<file path="config.mk">
export PLATFORM = sky130hd
export DESIGN_NAME = tmr_arb
export DESIGN_NICKNAME = d
export VERILOG_FILES = /design/src/rtl/tmr_arb_pkg.sv /design/src/rtl/tmr_arb_sel.sv /design/src/rtl/tmr_arb.sv
export SDC_FILE = /design/constraint.sdc
export NUM_CORES = 1
export LEC_CHECK = 0
export CORE_MARGIN = 8
export CORE_UTILIZATION = 40
export CTS_BUF_LIST = sky130_fd_sc_hd__clkbuf_2 sky130_fd_sc_hd__clkbuf_4 sky130_fd_sc_hd__clkbuf_8
export DETAILED_ROUTE_END_ITERATION = 8
export PLACE_DENSITY = 0.74
export SKIP_CTS_REPAIR_TIMING = 1
export SYNTH_ARGS = -nofsm -noshare
export SYNTH_HDL_FRONTEND = slang
export SYNTH_HIERARCHICAL = 1
export SYNTH_SLANG_ARGS = --single-unit
</file>
<file path="constraint.sdc">
create_clock -name clk -period 1.64 [get_ports clk]
set_input_delay 0.164 -clock clk [delete_from_list [all_inputs] [get_ports clk]]
set_output_delay 0.164 -clock clk [all_outputs]
set_load 0.05 [all_outputs]
</file>
<file path="src/rtl/tmr_arb_pkg.sv">
// tmr_arb_pkg: shared definitions for the timer arbiter.
//   - state_t   : controller states (IDLE, RUN, GAP)
//   - NREQ_DEF  : default number of requesters
//   - CW_DEF    : default counter / interval width
//   - idx_w()   : width of a requester index for a given NREQ
package tmr_arb_pkg;

    localparam int unsigned NREQ_DEF = 4;
    localparam int unsigned CW_DEF   = 8;

    typedef enum logic [1:0] {
        IDLE = 2'd0,
        RUN  = 2'd1,
        GAP  = 2'd2
    } state_t;

    // At least one bit even for degenerate requester counts.
    function automatic int unsigned idx_w(input int unsigned n);
        return (n > 1) ? $clog2(n) : 1;
    endfunction

endpackage

</file>
<file path="src/rtl/tmr_arb_sel.sv">
// tmr_arb_sel: combinational winner selection for tmr_arb.
// Policy macro: TMR_ARB_RR_EN
//   defined   -> round-robin, search starts at rr_ptr+1 (mod NREQ)
//   undefined -> fixed priority, lowest set index wins (rr_ptr ignored)
// Ports:
//   req     in  [NREQ-1:0]  request vector
//   rr_ptr  in  [IW-1:0]    index of the previous winner
//   win     out [NREQ-1:0]  one-hot winner (0 when no request)
//   win_idx out [IW-1:0]    index of the winner (0 when no request)
module tmr_arb_sel
    import tmr_arb_pkg::*;
#(
    parameter int unsigned NREQ = NREQ_DEF,
    parameter int unsigned IW   = idx_w(NREQ)
) (
    input  logic [NREQ-1:0] req,
    input  logic [IW-1:0]   rr_ptr,
    output logic [NREQ-1:0] win,
    output logic [IW-1:0]   win_idx
);

    logic          found;
    logic [IW-1:0] cand;

`ifdef TMR_ARB_RR_EN
    always_comb begin
        win     = '0;
        win_idx = '0;
        found   = 1'b0;
        cand    = '0;
        // Offsets 1..NREQ visit every index once, ending at rr_ptr itself.
        for (int unsigned k = 1; k <= NREQ; k++) begin
            cand = IW'((32'(rr_ptr) + k) % NREQ);
            if (!found && req[cand]) begin
                found      = 1'b1;
                win        = '0;
                win[cand]  = 1'b1;
                win_idx    = cand;
            end
        end
    end
`else
    logic unused_rr_ptr;
    assign unused_rr_ptr = ^rr_ptr;

    always_comb begin
        win     = '0;
        win_idx = '0;
        found   = 1'b0;
        cand    = '0;
        for (int unsigned i = 0; i < NREQ; i++) begin
            cand = IW'(i);
            if (!found && req[cand]) begin
                found      = 1'b1;
                win        = '0;
                win[cand]  = 1'b1;
                win_idx    = cand;
            end
        end
    end
`endif

endmodule

</file>
<file path="src/rtl/tmr_arb.sv">
// tmr_arb: arbitrated shared interval timer.
// A winner among the requesters is granted the shared counter, which counts
// 0..len_q (len latched at grant). Completion pulses done to the winner for
// one cycle; dropping the request aborts without done. A one-cycle GAP
// separates consecutive grants.
// Policy macro: TMR_ARB_RR_EN (round-robin when defined, fixed priority
// otherwise; rr_ptr only exists in the round-robin build).
// Ports:
//   clk   in   rising-edge clock
//   rst   in   asynchronous active-high reset
//   req   in   [NREQ-1:0]     per-requester request level
//   len   in   [NREQ*CW-1:0]  per-requester interval, slice i = len[i*CW +: CW]
//   hold  in   freezes the running count
//   gnt   out  [NREQ-1:0]     one-hot grant during the timed interval
//   done  out  [NREQ-1:0]     one-cycle completion pulse
//   busy  out  high while in RUN
//   cnt   out  [CW-1:0]       shared counter value
module tmr_arb
    import tmr_arb_pkg::*;
#(
    parameter int unsigned NREQ = NREQ_DEF,
    parameter int unsigned CW   = CW_DEF
) (
    input  logic             clk,
    input  logic             rst,
    input  logic [NREQ-1:0]  req,
    input  logic [NREQ*CW-1:0] len,
    input  logic             hold,
    output logic [NREQ-1:0]  gnt,
    output logic [NREQ-1:0]  done,
    output logic             busy,
    output logic [CW-1:0]    cnt
);

    localparam int unsigned IW = idx_w(NREQ);

    state_t          state;
    logic [CW-1:0]   len_q;
    logic [NREQ-1:0] sel_win;
    logic [IW-1:0]   sel_idx;
    logic [IW-1:0]   rr_ptr;

`ifdef TMR_ARB_RR_EN
    always_ff @(posedge clk or posedge rst) begin
        if (rst)
            rr_ptr <= IW'(NREQ - 1);
        else if (state == IDLE && |req)
            rr_ptr <= sel_idx;
    end
`else
    assign rr_ptr = IW'(NREQ - 1);
`endif

    tmr_arb_sel #(
        .NREQ (NREQ),
        .IW   (IW)
    ) u_sel (
        .req     (req),
        .rr_ptr  (rr_ptr),
        .win     (sel_win),
        .win_idx (sel_idx)
    );

    // gnt is onehot(w) throughout RUN, so req & gnt tests req[w] without
    // keeping a separate winner-index register.
    always_ff @(posedge clk or posedge rst) begin
        if (rst) begin
            state <= IDLE;
            gnt   <= '0;
            done  <= '0;
            busy  <= 1'b0;
            cnt   <= '0;
            len_q <= '0;
        end else begin
            case (state)
                IDLE: begin
                    done <= '0;
                    if (|req) begin
                        gnt   <= sel_win;
                        cnt   <= '0;
                        len_q <= len[int'(sel_idx) * CW +: CW];
                        busy  <= 1'b1;
                        state <= RUN;
                    end
                end
                RUN: begin
                    if (~|(req & gnt)) begin
                        gnt   <= '0;
                        busy  <= 1'b0;
                        state <= GAP;
                    end else if (!hold) begin
                        if (cnt == len_q) begin
                            done  <= gnt;
                            gnt   <= '0;
                            busy  <= 1'b0;
                            state <= GAP;
                        end else begin
                            cnt <= cnt + CW'(1);
                        end
                    end
                end
                GAP: begin
                    done  <= '0;
                    state <= IDLE;
                end
                default: begin
                    gnt   <= '0;
                    done  <= '0;
                    busy  <= 1'b0;
                    state <= IDLE;
                end
            endcase
        end
    end

endmodule

</file>
==> out/qor.csv, run 1 <==
metric,value,unit
ant_nets,0,
grt_pass1_wl,7130,um
ir_drop,551,uV
gp_congestion,0.843,
p_sw_share,45.3,%
htreeDepth,1,
antenna_cells,0,
intPower,0.00212,W
clkPwrFrac,10.2,%
area_growth,56.1,%
timing.fmax,601,MHz
power_frac_seq,30.3,%
drt_iter0_drc,72,
clkLatencyLatePin,270,ps
hold_viol_final,0,
cp-start-kind,flip-flop,
dr.pass1.iters,4,
chipHeight,80.7,um
io_buffers,55,
r2r_start,cnt[0]$_DFFE_PP0P_,
num_rows,23,
dieArea,0.00652,mm2
crit_end,gnt[3]$_DFFE_PP0P_,
io_pins,56,
synthesis.nets,209,
syn_inst,169,
fin_crit_sh,101,%
r2r-end,gnt[3]$_DFFE_PP0P_,
cts_tree,yes,
clk_path_buf_depth,2,
required,1810,ps
finish.utilization,65.0,%
core_region_area,0.00403,mm2
critPathLaunch,cnt[0]$_DFFE_PP0P_,
grt_max_degree,28,
crit_arrival,1830,ps
totalWireLength,4430,um
numClockSinks,27,
power_density,1480,mW/mm2
num_vias,1521,
hold_path_class,input port to async pin,
cp_slowest_cell,or3_4,
max_cap_violations,0,
nNetsFinal,290,
relSlewSlack,62.5,%
finalMaxSlewViolations,0,
clkTransAtPathRegs,90,ps
overflow,0,
syn_area,0.00168,mm2
antenna_found_initial,0,
dpl_cell_area,0.00244,mm2
grt_setup_unrepaired,yes,
outcome,"finished, violations left",
p_switching,0.00176,W
critical_path.max_fanout,4,
finalWorstSetupSlack,-24.4,ps
period_minus_slack,1660,ps
fin_area,0.00262,mm2
die_w,80.7,um
cts_made_buffers,3,
fin_skew,8.81,ps
wl_per_cell,14.8,um
yosysWarnings,6,
slowest_delay,450,ps
setup_viol,4,
grt_use_total,13.6,%
worst_slew_pin_slew,560,ps
p_total,0.00388,W
p_comb_share,59.5,%
rrSetupSlack,-20,ps
violations,negative setup slack,
viasPerCell,5.09,
reg2regPathDepth,5,
initial_core_util,41.6,%
cp-end-kind,flip-flop,
first_global_vias,1578,
crit_type,flip-flop to flip-flop,
synth.avg_cell_area,9.92,um2
clockRootBuffer,clkbuf_8,
dp_hpwl,3530,um
path_cells,xnor2_2 -> nand4_4 -> or3_4 -> a31oi_4 -> nor3_1,
drcViolationCount,0,
power.leakage,1.17,nW
fin_hold_ws,235,ps
drive_gt1_share,41.4,%
n_fill_cell,337,
-- power by group through the flow --
stage          combinational [W]  sequential, W  clock [W]
6_report                 0.00231        0.00118   0.000395
5_1_grt                  0.00249        0.00120   0.000419
4_1_cts                  0.00212        0.00113   0.000404
3_5_place_dp             0.00212        0.00115          0
3_3_place_gp             0.00209        0.00114          0
2_1_floorplan            0.00106        0.00147          0
-- stage by stage --
stage                     cells  worst slack [ps]  TNS (ps)
after floorplan             169             -92.0      -408
after global placement      293              -255     -4960
after detailed placement    293              -287     -5320
after CTS                   297             -9.76     -9.76
after global routing        299             -98.2      -440
final                       299             -24.4     -65.1
-- final cells by class --
| type | count | area (um2) | area share, % |
|---|---|---|---|
| clock buffer | 4 | 48.8 | 1.86 |
| inverter | 5 | 18.8 | 0.717 |
| multi-input combinational | 130 | 1070 | 40.8 |
| sequential | 27 | 692 | 26.4 |
| tap | 50 | 62.6 | 2.39 |
| timing repair buffer | 83 | 727 | 27.8 |
-- metal layers --
layer | wire (um) | global-route usage (%)
met3 | 284 | 3.42
met2 | 2060 | 21.2
met5 | 0 | 0
met1 | 2030 | 17.8
met4 | 50 | 4.82
-- worst min-delay path by stage --
stage | cells past startpoint | from | slack (ps) | end
final | 3 | rst | 240 | done[3]$_DFFE_PP0P_
after CTS | 3 | rst | 250 | done[1]$_DFFE_PP0P_
after global routing | 3 | rst | 280 | done[3]$_DFFE_PP0P_
after floorplan | 1 | rst | 220 | busy$_DFFE_PP0P_
after global placement | 2 | len_q[1]$_DFFE_PP0P_ | 490 | len_q[1]$_DFFE_PP0P_
after detailed placement | 2 | len_q[0]$_DFFE_PP0P_ | 490 | len_q[0]$_DFFE_PP0P_
-- cells in the final DEF (no fill, tap or decap), drive strengths merged, types with 3 or more instances in the layout --
cell / count
nand2: 41
nand4: 4
nor3: 8
inv: 5
a21oi: 5
clkdlybuf4s50: 36
nand2b: 3
clkbuf: 4
dfrtp: 27
nor2: 16
xnor2: 8
nand3: 5
buf: 45
mux2i: 5
mux4: 8
-- worst max-delay path, delay by kind of cell (launching register included) --
| family | cells | cell delay, ps |
|---|---|---|
| xor gates and xnor gates | 1 | 200 |
| AOI/OAI and AO/OA | 1 | 230 |
| and+or+nand+nor | 3 | 680 |
| DFF | 1 | 440 |
-- state kept, by name, indices dropped and copies added (netlist names) --
name   cells
cnt        8
done       4
busy       1
state      2
len_q      8
gnt        4
Note: power is estimated with default switching activity, not from simulation.
==> run 2, diff against run 1 <==
--- a/config.mk
+++ b/config.mk
@@ -9,7 +9,7 @@
 export CORE_UTILIZATION = 40
 export CTS_BUF_LIST = sky130_fd_sc_hd__clkbuf_2 sky130_fd_sc_hd__clkbuf_4 sky130_fd_sc_hd__clkbuf_8
 export DETAILED_ROUTE_END_ITERATION = 8
-export PLACE_DENSITY = 0.74
+export PLACE_DENSITY = 0.71
 export SKIP_CTS_REPAIR_TIMING = 1
 export SYNTH_ARGS = -nofsm -noshare
 export SYNTH_HDL_FRONTEND = slang
==> constraint.sdc (replaced) <==
create_clock -name clk -period 1.8 [get_ports clk]
set_input_delay 0.18 -clock clk [delete_from_list [all_inputs] [get_ports clk]]
set_output_delay 0.18 -clock clk [all_outputs]
set_load 0.05 [all_outputs]
==> run 2 against run 1 <==
  * Wire length is 8.1% lower
  * Utilization fell by 3.3 points
  * Clock power decreased by 12%
  * The flow now finishes without violations
  * Non-clock buffer count down 6
  * Cell count decreased by 2.0%
  * Total power down 15%
  * Clock skew decreased by 5.2 ps
==> out/qor.csv, run 2 (same netlist as run 1, synthesis figures left out) <==
metric,value,unit,change
clockRootBuffer,clkbuf_8,,
fin_area,0.00249,mm2,-5.0%
grt_pass1_wl,6980,um,-2.0%
drive_gt1_share,25.5,%,-16 points
dpl_cell_area,0.00243,mm2,-0.26%
cts_tree,yes,,
totalWireLength,4070,um,-8.1%
slowest_delay,830,ps,+380 ps
num_vias,1513,,-0.53%
power_density,1320,mW/mm2,-11%
outcome,finished clean,,
dieArea,0.00652,mm2,unchanged
finalWorstSetupSlack,74.2,ps,+98.6 ps
instances_no_fill,293,,-2.0%
drt_iter0_drc,63,,-13%
layout_commonest_cell,clkdlybuf4s50_1,,
viasPerCell,5.16,,+1.5%
max_cap_violations,0,,unchanged
finish.utilization,61.7,%,-3.3 points
n_fill_cell,357,,+5.9%
period_minus_slack,1730,ps,
io_buffers,55,,unchanged
grt_use_total,13.4,%,-0.11 points
overflow,0,,unchanged
cp-start-kind,flip-flop,,
core_region_area,0.00403,mm2,unchanged
io_pins,56,,unchanged
dp.cells,289,,-1.4%
path_cells,clkdlybuf4s50_1,,
crit_arrival,1550,ps,-280 ps
cp_slowest_cell,clkdlybuf4s50_1,,
nNetsFinal,284,,-2.1%
ant_nets,0,,unchanged
fin_crit_sh,95.9,%,
clkTransAtPathRegs,90,ps,about the same
crit_type,flip-flop to primary output,,
htreeDepth,1,,unchanged
required,1620,ps,-190 ps
numClockSinks,27,,unchanged
critical_path.max_fanout,4,,unchanged
relSlewSlack,66.1,%,+3.6 points
cts_made_buffers,3,,unchanged
die_w,80.7,um,unchanged
power.leakage,1.11,nW,-5.0%
timing.fmax,579,MHz,
drcViolationCount,0,,unchanged
final_cell_mix,"clkdlybuf4s50_1 (47), nand2_1 (41), buf_4 (27)",,
antenna_found_initial,0,,unchanged
critPathTopFamily,buffers and inverters,,
initial_core_util,41.6,%,unchanged
clk_path_buf_depth,2,,unchanged
hold_path_class,input port to async pin,,
dp_slack,-150,ps,+138 ps
gp_congestion,0.788,,-6.5%
first_global_vias,1545,,-2.1%
clkLatencyLatePin,280,ps,about the same
hold_viol_final,0,,unchanged
num_rows,23,,unchanged
ir_drop,501,uV,-9.2%
dp_hpwl,3360,um,-4.7%
grt_setup_unrepaired,no,,
area_growth,48.3,%,
fin_skew,3.61,ps,-5.20 ps
setup_viol,0,,-4
path_buf_inv,1,,+1
worst_slew_pin_slew,507,ps,-53.0 ps
wl_per_cell,13.9,um,-6.2%
antenna_cells,0,,unchanged
dr.pass1.iters,4,,unchanged
finalMaxSlewViolations,0,,unchanged
grt_max_degree,28,,unchanged
fin_hold_ws,255,ps,+19.5 ps
cp-end-kind,primary output,,
largestRegisters,"cnt x8, len_q x8",,
chipHeight,80.7,um,unchanged
## run 2: changes by cell type in the layout (fill, tap and decap cells not counted), moves of 4 or more
cell,before,now
buf_4,44,27
clkdlybuf4s50_1,36,47
dfrtp_1,14,19
dfrtp_2,13,8
xnor2_1,0,4
xnor2_2,7,3
## run 2: layer usage
layer  global-route usage (%)  part of all wire [%]  vias to the layer above  routed length (um)
li1                         -                     -                      751                   -
met1                     17.0                    45                      699                1820
met2                     20.1                    44                       58                1800
met4                     6.43                   2.0                        0                  80
met3                     4.64                   8.9                        5                 364
met5                        0                     0                        -                   0
## run 2: through the flow
| step | power, W | TNS [ps] |
|---|---|---|
| after CTS | 0.00333 | -5.64 |
| after floorplan | 0.00228 | 0 |
| final | 0.00329 | 0 |
| after global placement | 0.00294 | -1940 |
| after detailed placement | 0.00298 | -1990 |
| after global routing | 0.00351 | 0 |
## run 2: final timing paths
path | from | end | slack, ps | cells past startpoint
worst max-delay path | gnt[2]$_DFFE_PP0P_ | gnt[2] | 70 | 1
worst min-delay path | rst | done[0]$_DFFE_PP0P_ | 250 | 3
worst max register to register | cnt[5]$_DFFE_PP0P_ | gnt[1]$_DFFE_PP0P_ | 140 | 5
worst min register to register | len_q[0]$_DFFE_PP0P_ | len_q[0]$_DFFE_PP0P_ | 500 | 2
max in group asynchronous | rst | cnt[6]$_DFFE_PP0P_ | 1260 | 3
min in group clk | len_q[0]$_DFFE_PP0P_ | len_q[0]$_DFFE_PP0P_ | 500 | 2
## run 2: final cells by class
type,count,area (um2),area share (%)
repair buffers,77,718,28.9
inverters,5,18.8,0.755
clock buffers,3,41.3,1.66
multi-input cells,130,955,38.4
clock inverters,1,5.00,0.201
well taps,50,62.6,2.52
flip-flops and latches,27,686,27.6
## run 2: power by group
part,internal [W],total (W),switching (W)
Clock,0.000155,0.000347,0.000191
Sequential,0.000819,0.00102,0.000206
Combinational,0.000847,0.00192,0.00107
==> run 3, diff against run 2 <==
--- a/config.mk
+++ b/config.mk
@@ -9,6 +9,7 @@
 export CORE_UTILIZATION = 40
 export CTS_BUF_LIST = sky130_fd_sc_hd__clkbuf_2 sky130_fd_sc_hd__clkbuf_4 sky130_fd_sc_hd__clkbuf_8
 export DETAILED_ROUTE_END_ITERATION = 8
+export MAX_ROUTING_LAYER = met4
 export PLACE_DENSITY = 0.71
 export SKIP_CTS_REPAIR_TIMING = 1
 export SYNTH_ARGS = -nofsm -noshare
==> run 3 against run 2 <==
  * Register-to-register slack about the same
  * Non-clock buffer count unchanged
  * Clock skew decreased by 1.1 ps
  * Clock power about the same
  * Sequential power about the same
  * Utilization unchanged
  * Flip-flop and latch count unchanged
  * Critical path type unchanged
==> out/qor.csv, run 3 (same netlist as run 1, synthesis figures left out) <==
metric,value,unit,change
p_comb_share,58.3,%,about the same
cp-start-kind,flip-flop,,
clk_path_buf_depth,2,,unchanged
r2r_start,cnt[5]$_DFFE_PP0P_,,
num_vias,1512,,-0.066%
dp_hpwl,3360,um,unchanged
cts_tree,yes,,
antenna_cells,0,,unchanged
fin_skew,2.51,ps,-1.10 ps
num_rows,23,,unchanged
largestRegisters,"cnt x8, len_q x8",,
grt_use_total,13.9,%,+0.42 points
core_region_area,0.00403,mm2,unchanged
relSlewSlack,66.0,%,-0.11 points
clockRootBuffer,clkbuf_8,,
first_global_vias,1548,,+0.19%
reg2regPathDepth,5,,unchanged
critPathTopFamily,buffers and inverters,,
hold_path_class,input port to async pin,,
layout_commonest_cell,clkdlybuf4s50_1,,
clkLatencyLatePin,280,ps,about the same
final_cell_mix,"clkdlybuf4s50_1 (47), nand2_1 (41), buf_4 (27)",,
ir_drop,500,uV,about the same
grt_max_degree,28,,unchanged
timing.fmax,579,MHz,about the same
r2r-end,gnt[1]$_DFFE_PP0P_,,
p_total,0.00329,W,about the same
wl_per_cell,13.9,um,+0.15%
ant_nets,0,,unchanged
dr.pass1.iters,4,,unchanged
finalMaxSlewViolations,0,,unchanged
n_fill_cell,357,,unchanged
totalWireLength,4070,um,+0.15%
max_cap_violations,0,,unchanged
initial_core_util,41.6,%,unchanged
die_w,80.7,um,unchanged
dieArea,0.00652,mm2,unchanged
area_growth,48.3,%,unchanged
worst_slew_pin_slew,509,ps,+1.70 ps
cp_slowest_cell,clkdlybuf4s50_1,,
path_buf_inv,1,,unchanged
gp_congestion,0.799,,+1.4%
path_cells,clkdlybuf4s50_1,,
critical_path.max_fanout,4,,unchanged
drt_iter0_drc,62,,-1.6%
regArea,686,um2,unchanged
period_minus_slack,1730,ps,+0.416 ps
drcViolationCount,0,,unchanged
slowest_delay,830,ps,about the same
power_frac_seq,31.1,%,about the same
cp-end-kind,primary output,,
nNetsFinal,284,,unchanged
crit_type,flip-flop to primary output,,
power.leakage,1.11,nW,unchanged
grt_pass1_wl,6980,um,unchanged
required,1620,ps,about the same
antenna_found_initial,0,,unchanged
setup_viol,0,,unchanged
htreeDepth,1,,unchanged
chipHeight,80.7,um,unchanged
rrSetupSlack,140,ps,about the same
drive_gt1_share,25.5,%,unchanged
multi_input_comb_area,955,um2,unchanged
fin_hold_ws,254,ps,-0.320 ps
p_sw_share,44.7,%,about the same
power_density,1320,mW/mm2,about the same
clkPwrFrac,10.6,%,about the same
numClockSinks,27,,unchanged
io_pins,56,,unchanged
grt_setup_unrepaired,no,,
hold_viol_final,0,,unchanged
p_switching,0.00147,W,+0.11%
fin_crit_sh,95.9,%,about the same
crit_arrival,1550,ps,about the same
clkTransAtPathRegs,90,ps,about the same
finish.utilization,61.7,%,unchanged
cts_made_buffers,3,,unchanged
intPower,0.00182,W,about the same
outcome,finished clean,,
viasPerCell,5.16,,about the same
overflow,0,,unchanged
io_buffers,55,,unchanged
## run 3: how the worst max path moves through the flow
stage / slack, ps / cells past startpoint / end / start
4_1_cts: -6 / 2 / cnt[1] / cnt[1]$_DFFE_PP0P_
3_5_place_dp: -150 / 7 / len_q[7]$_DFFE_PP0P_ / req[3]
2_1_floorplan: 3 / 5 / cnt[3]$_DFFE_PP0P_ / gnt[2]$_DFFE_PP0P_
6_report: 70 / 1 / gnt[2] / gnt[2]$_DFFE_PP0P_
3_3_place_gp: -120 / 7 / cnt[7]$_DFFE_PP0P_ / req[0]
5_1_grt: 20 / 7 / len_q[7]$_DFFE_PP0P_ / req[3]
## run 3: final cells by class
class | instances | area share, %
multi-input cells | 130 | 38.4
repair buffers | 77 | 28.9
flip-flops and latches | 27 | 27.6
well taps | 50 | 2.52
clock buffers | 3 | 1.66
inverters | 5 | 0.755
clock inverters | 1 | 0.201
## run 3: layer usage
metal	vias up	wire length, um	global-route usage (%)
li1	752	-	-
met1	701	1960	18.2
met2	54	1810	20.1
met3	5	223	2.76
met4	0	80	6.43
met5	-	0	-
## run 3: power by group through the flow
stage | Sequential, W | Clock, W | Combinational [W]
after floorplan | 0.00133 | 0 | 0.000951
after global placement | 0.00104 | 0 | 0.00191
after detailed placement | 0.00104 | 0 | 0.00194
after CTS | 0.00103 | 0.000361 | 0.00194
after global routing | 0.00105 | 0.000383 | 0.00208
final | 0.00102 | 0.000348 | 0.00192
## run 3: per-stage QoR
stage / instances / setup WS [ps] / TNS [ps] / instance area [um2]
3_3_place_gp: 289 / -125 / -1940 / 2430
2_1_floorplan: 169 / 3.44 / 0 / 1690
6_report: 293 / 73.8 / 0 / 2490
3_5_place_dp: 289 / -150 / -1990 / 2430
5_1_grt: 293 / 21.7 / 0 / 2490
4_1_cts: 293 / -5.64 / -5.64 / 2480
## run 3: worst register-to-register path: stages (launching register included)
cell and delay, ps:
dfrtp_2 470, xnor2_2 180, nand4_4 160, or3_4 430, a31oi_4 240, nor3_1 80
